File: src/rtl/cart_mux_pkg.sv
// cart_mux_pkg: shared state encoding, open-bus value and request-vector helper for cart_bus_mux.
package cart_mux_pkg;
    typedef enum logic [1:0] {RUN, DRAIN, GAP} state_t;
    localparam logic [7:0] OPEN_BUS = 8'hFF;
    function automatic logic onehot_or_zero(input logic [15:0] vec);
        return (vec & (vec - 16'd1)) == 16'd0;
    endfunction
endpackage

File: src/rtl/cart_mux_sel_enc.sv
// cart_mux_sel_enc: map_active -> requested channel; CART_MUX_MULTIHOT_CHK_EN rejects multi-hot requests
// (req_sel forced to 0, multihot raised), otherwise the lowest set bit wins.
module cart_mux_sel_enc
    import cart_mux_pkg::*;
#(
    parameter int N_CH = 6,
    localparam int SW = $clog2(N_CH)
) (
    input  logic [N_CH-2:0] map_active,
    output logic [SW-1:0]   req_sel,
    output logic            multihot
);
    always_comb begin
        req_sel = '0;
        for (int i = N_CH - 2; i >= 0; i--)
            if (map_active[i]) req_sel = SW'(i + 1);
`ifdef CART_MUX_MULTIHOT_CHK_EN
        if (!onehot_or_zero(16'(map_active))) req_sel = '0;
`endif
    end
`ifdef CART_MUX_MULTIHOT_CHK_EN
    assign multihot = !onehot_or_zero(16'(map_active));
`else
    assign multihot = 1'b0;
`endif
endmodule

File: src/rtl/cart_bus_mux.sv
// cart_bus_mux: glitch-free cartridge bus mux with drain/guard-gap channel switching.
// Multi-hot request checking is enabled by CART_MUX_MULTIHOT_CHK_EN (see cart_mux_sel_enc).
module cart_bus_mux
    import cart_mux_pkg::*;
#(
    parameter int N_CH = 6,
    parameter int ROM_AW = 24,
    parameter int BSRAM_AW = 20,
    parameter int GAP_CYCLES = 2,
    parameter int DRAIN_MAX = 255,
    parameter logic [N_CH-1:0] TURBO_BLOCK_MASK = 'b01010,
    localparam int SW = $clog2(N_CH)
) (
    input  logic                     mclk,
    input  logic                     reset,
    input  logic [N_CH-2:0]          map_active,
    input  logic [N_CH*8-1:0]        ch_do,
    input  logic [N_CH-1:0]          ch_irq_n,
    input  logic [N_CH*ROM_AW-1:0]   ch_rom_addr,
    input  logic [N_CH-1:0]          ch_rom_ce_n,
    input  logic [N_CH-1:0]          ch_rom_oe_n,
    input  logic [N_CH-1:0]          ch_rom_word,
    input  logic [N_CH*BSRAM_AW-1:0] ch_bsram_addr,
    input  logic [N_CH*8-1:0]        ch_bsram_d,
    input  logic [N_CH-1:0]          ch_bsram_ce_n,
    input  logic [N_CH-1:0]          ch_bsram_oe_n,
    input  logic [N_CH-1:0]          ch_bsram_we_n,
    output logic [7:0]               di,
    output logic                     irq_n,
    output logic [ROM_AW-1:0]        rom_addr,
    output logic                     rom_ce_n,
    output logic                     rom_oe_n,
    output logic                     rom_word,
    output logic [BSRAM_AW-1:0]      bsram_addr,
    output logic [7:0]               bsram_d,
    output logic                     bsram_ce_n,
    output logic                     bsram_oe_n,
    output logic                     bsram_we_n,
    output logic [SW-1:0]            sel,
    output logic                     map_busy,
    output logic                     turbo_allow,
    output logic                     drain_timeout,
    output logic                     multihot_err
);
    localparam int CMAX = DRAIN_MAX > GAP_CYCLES ? DRAIN_MAX : GAP_CYCLES;
    localparam int CW = $clog2(CMAX + 1);

    state_t state, state_nx;
    logic [SW-1:0] cur_sel, sel_nx, req_sel;
    logic [CW-1:0] cnt, cnt_nx;
    logic to_nx, multihot, idle, gap;

    cart_mux_sel_enc #(.N_CH(N_CH)) u_enc (
        .map_active(map_active),
        .req_sel(req_sel),
        .multihot(multihot)
    );

    assign idle = ch_rom_ce_n[cur_sel] && ch_bsram_ce_n[cur_sel];

    always_ff @(posedge mclk) begin
        if (reset) begin
            state <= GAP;
            cnt <= '0;
            cur_sel <= '0;
            drain_timeout <= 1'b0;
            multihot_err <= 1'b0;
        end else begin
            state <= state_nx;
            cnt <= cnt_nx;
            cur_sel <= sel_nx;
            drain_timeout <= to_nx;
            multihot_err <= multihot_err | multihot;
        end
    end

    always_comb begin
        state_nx = state;
        cnt_nx = cnt;
        sel_nx = cur_sel;
        to_nx = 1'b0;
        case (state)
            RUN: if (req_sel != cur_sel) begin
                state_nx = DRAIN;
                cnt_nx = '0;
            end
            DRAIN: if (req_sel == cur_sel) begin
                state_nx = RUN;
            end else if (idle || cnt == CW'(DRAIN_MAX - 1)) begin
                state_nx = GAP;
                cnt_nx = '0;
                to_nx = !idle;
            end else begin
                cnt_nx = cnt + 1'b1;
            end
            GAP: if (cnt == CW'(GAP_CYCLES - 1)) begin
                state_nx = RUN;
                sel_nx = req_sel;
            end else begin
                cnt_nx = cnt + 1'b1;
            end
            default: state_nx = GAP;
        endcase
    end

    // GAP parks the bus: strobes inactive, open-bus read data, zeroed addresses.
    assign gap = state == GAP;
    assign di = gap ? OPEN_BUS : ch_do[cur_sel*8 +: 8];
    assign irq_n = gap ? 1'b1 : ch_irq_n[cur_sel];
    assign rom_addr = gap ? '0 : ch_rom_addr[cur_sel*ROM_AW +: ROM_AW];
    assign rom_ce_n = gap ? 1'b1 : ch_rom_ce_n[cur_sel];
    assign rom_oe_n = gap ? 1'b1 : ch_rom_oe_n[cur_sel];
    assign rom_word = gap ? 1'b0 : ch_rom_word[cur_sel];
    assign bsram_addr = gap ? '0 : ch_bsram_addr[cur_sel*BSRAM_AW +: BSRAM_AW];
    assign bsram_d = gap ? 8'h00 : ch_bsram_d[cur_sel*8 +: 8];
    assign bsram_ce_n = gap ? 1'b1 : ch_bsram_ce_n[cur_sel];
    assign bsram_oe_n = gap ? 1'b1 : ch_bsram_oe_n[cur_sel];
    assign bsram_we_n = gap ? 1'b1 : ch_bsram_we_n[cur_sel];
    assign sel = cur_sel;
    assign map_busy = state != RUN;
    assign turbo_allow = state == RUN && !TURBO_BLOCK_MASK[cur_sel];
endmodule
File: config.mk
export PLATFORM = sky130hd
export DESIGN_NAME = cart_bus_mux
export DESIGN_NICKNAME = d
export VERILOG_FILES = /design/src/rtl/cart_mux_pkg.sv /design/src/rtl/cart_mux_sel_enc.sv /design/src/rtl/cart_bus_mux.sv
export SDC_FILE = /design/constraint.sdc
export NUM_CORES = 1
export LEC_CHECK = 0
export CELL_PAD_IN_SITES_DETAIL_PLACEMENT = 1
export CELL_PAD_IN_SITES_GLOBAL_PLACEMENT = 1
export CORE_AREA = 2 2 187 189
export CTS_CLUSTER_SIZE = 40
export DETAILED_ROUTE_END_ITERATION = 16
export DIE_AREA = 0 0 189 191
export HOLD_SLACK_MARGIN = 0.05
export PLACE_DENSITY = 0.68
export SYNTH_ARGS = -nofsm -noshare
export SYNTH_HDL_FRONTEND = slang
export SYNTH_SLANG_ARGS = --single-unit
File: constraint.sdc
create_clock -name mclk -period 5.9 [get_ports mclk]
set_input_delay 1.18 -clock mclk [delete_from_list [all_inputs] [get_ports mclk]]
set_output_delay 1.18 -clock mclk [all_outputs]
set_load 0.01 [all_outputs]
==> metrics.cfg <==
[run_status]
status = finished clean

[clock_tree]
cts_root_buffer = clkbuf_16
clock-sinks = 15
htree_levels = 1
cts_buffers = 3
cts_hold_buffers = 0
cts_tree = done
cts_setup_buffers = 0
path_clk_slew_ns = 0.05
cts.repair.resized = 0
cts_max_path_buffers = 2
clk_latency_ns = 0.24

[sta]
setup_violations = 0
clock-skew-final_ns = 0.00177
fin_crit_ns = 4.26
fin_crit_sh_pct = 72.1
fmax_ghz = 0.235
worst_slack_ns = 1.64
rsz0062_at_grt = no
finalHoldViolCount = 0
slew_headroom_pct = 40.6
worstMarginPinSlew_ns = 0.891
finalSetupTns_ns = 0
slew_viol_final = 0

[cells_and_area]
layout.cells.non_filler = 1386
nets = 1347
nFillCells = 3936
layout-drive-gt1-share_pct = 11.2
area_delta_synth_final_pct = 127

[setup_path]
path_delay_family = buffers and inverters
r2r_cells = 6
cp.arrival_ns = 3.08
cp_common_cell = clkdlybuf4s50_1
worst-path-stages = 4
r2r_start = sel[1]
r2r_slack_ns = 2.79
path_class = in2out
required_ns = 4.72
path_buf_inv = 2
crit_fanout = 1
critPathCaptureType = output port
max_stage_delay_ns = 0.55
cp-start-kind = input port
crit_path_top_delay_cell = mux4_2
cp_cell_sequence = clkdlybuf4s50_1 -> mux4_2 -> a221o_1 -> clkdlybuf4s50_1
rr_endpoint = cnt[3]

[yosys]
netlist_area_um2 = 4230
yosys.area.top_type_share_pct = 35.2
ys.flop_type = dfxtp_1
synth_edf_count = 0
synthDistinctLibCells = 43
yosysMostFrequentCell = nor2_1
synth_fp_nets = 899
async_flop_share_pct = 0
ys_ff_latch = 15
synth.area.top_cells = mux4_2 35%, mux2i_1 13%, nor2_1 11%, dfxtp_1 7.1%, a21oi_1 6.9%
syn_avg_cell_area_um2 = 8.77
synth_commonest_cells = 125 x nor2_1, 66 x mux4_2, 58 x a21oi_1, 57 x mux2i_1, 29 x clkbuf_1
yosysSeqAreaShare_pct = 7.10
yosysWarningCount = 0
yosys.area.top_type = mux4_2
syn_inst = 482

[place]
io_buffers = 481
place_congestion = 0.848
dpl.cell_count = 1380
pre_cts_ws_ns = 1.59
hpwl_um = 26100

[power]
pwr-share-clk_pct = 6.2
switching_share_pct = 42.3
ir_drop_mv = 0.180
p_per_area_nw_per_um2 = 223
combPwrFrac_pct = 85.4
seqPwrFrac_pct = 8.4
power_switching_uw = 906
p_int_mw = 1.24
leakage_nw = 3.17

[grt]
grt_use_total_pct = 16.1
grt_pass1_wl_um = 44100
grt_start_max_net_pins = 52
gr-total-overflow = 0
grt_pass1_vias = 6390
antenna_found_initial = 2

[floorplan]
die_w_um = 189
die_h_um = 191
core_area_um2 = 34100
die_area_um2 = 36100
floorplan.initialDensity_pct = 12.4
rows = 68
ios = 483

[routing]
drc_errors = 0
vias = 5999
wire_per_inst_um = 22.5
first_pass_iters = 4
ant_nets = 0
avgViaCountPerCell = 4.33
drt_wl_total_um = 31300
drt_iter0_markers = 371

[hold_path]
hold_path.class = reg2reg
hold_depth = 2
min-delay-start = state[0]
hold_end = state[0]

[flow_run]
cap_violations = 0

through the flow:
stage	hold slack, ns	total power [mW]	utilization, %	instance area, um2
3_5_place_dp	0.516	2.03	27.9	9530
4_1_cts	0.520	2.17	28.2	9610
6_report	0.516	2.14	28.2	9610
3_3_place_gp	0.487	2.02	27.9	9530
2_1_floorplan	0.469	1.09	-	4230
5_1_grt	0.556	2.29	28.2	9610
kinds of logic after synthesis:
kind of cell / after synthesis / synth area share, %
mux: 137 / 52.5
compound gates: 96 / 15.2
other cells: 1 / 0.0887
buf+inv: 57 / 5.65
flops: 15 / 7.10
simple gates: 168 / 17.1
fa+ha+maj: 8 / 2.37
cell usage in the layout (no fill, tap or decap), drive strengths merged, types with 7 or more instances in the layout:
master / instances
o21ai: 10
mux4: 66
nor3: 8
inv: 9
nand2: 7
nor2: 126
buf: 10
mux2i: 57
mux2: 14
ha: 8
clkdlybuf4s50: 481
a221o: 12
dfxtp: 15
a21oi: 58
tightest hold or removal path, delay by kind of cell (launching register included):
family	cells	cell delay, ns
muxes	1	0.06
and+or+nand+nor	1	0.07
DFF	1	0.34
worst max-delay path by stage:
stage / from / end / slack, ns
floorplan: ch_bsram_ce_n[3] / bsram_ce_n / 2.62
global placement: ch_do[2] / di[2] / 1.60
detailed placement: ch_do[1] / di[1] / 1.59
CTS: ch_do[1] / di[1] / 1.58
global route: ch_do[1] / di[1] / 1.58
finish: ch_do[1] / di[1] / 1.64
cell type report:
class | count | area (um2) | share of cell area (%)
timing repair buffer | 491 | 4910 | 51.1
inverter | 9 | 33.8 | 0.351
multi-input combinational | 410 | 3700 | 38.5
tap | 455 | 569 | 5.92
clock buffer | 4 | 78.8 | 0.820
antenna | 2 | 5.00 | 0.0521
sequential | 15 | 308 | 3.20
state kept, by name (all words and copies together) (netlist names), named ones only:
name,count
state,2
drain_timeout,1
cnt,8
sel,3
power groups by stage:
| stage | Combinational (mW) | Sequential [mW] | Clock (mW) |
|---|---|---|---|
| 5_1_grt | 1.96 | 0.191 | 0.142 |
| 6_report | 1.83 | 0.181 | 0.133 |
| 3_5_place_dp | 1.84 | 0.187 | 0 |
| 3_3_place_gp | 1.83 | 0.186 | 0 |
| 4_1_cts | 1.85 | 0.185 | 0.136 |
| 2_1_floorplan | 0.957 | 0.131 | 0 |
routing by layer:
layer | vias up | global-route usage (%) | wire (um)
li1 | 2751 | - | -
met1 | 2980 | 20.7 | 13000
met2 | 252 | 28.6 | 15800
met3 | 16 | 2.83 | 1970
met4 | 0 | 2.49 | 418
met5 | - | 0 | 0
Power figures use the tool's default switching activity.
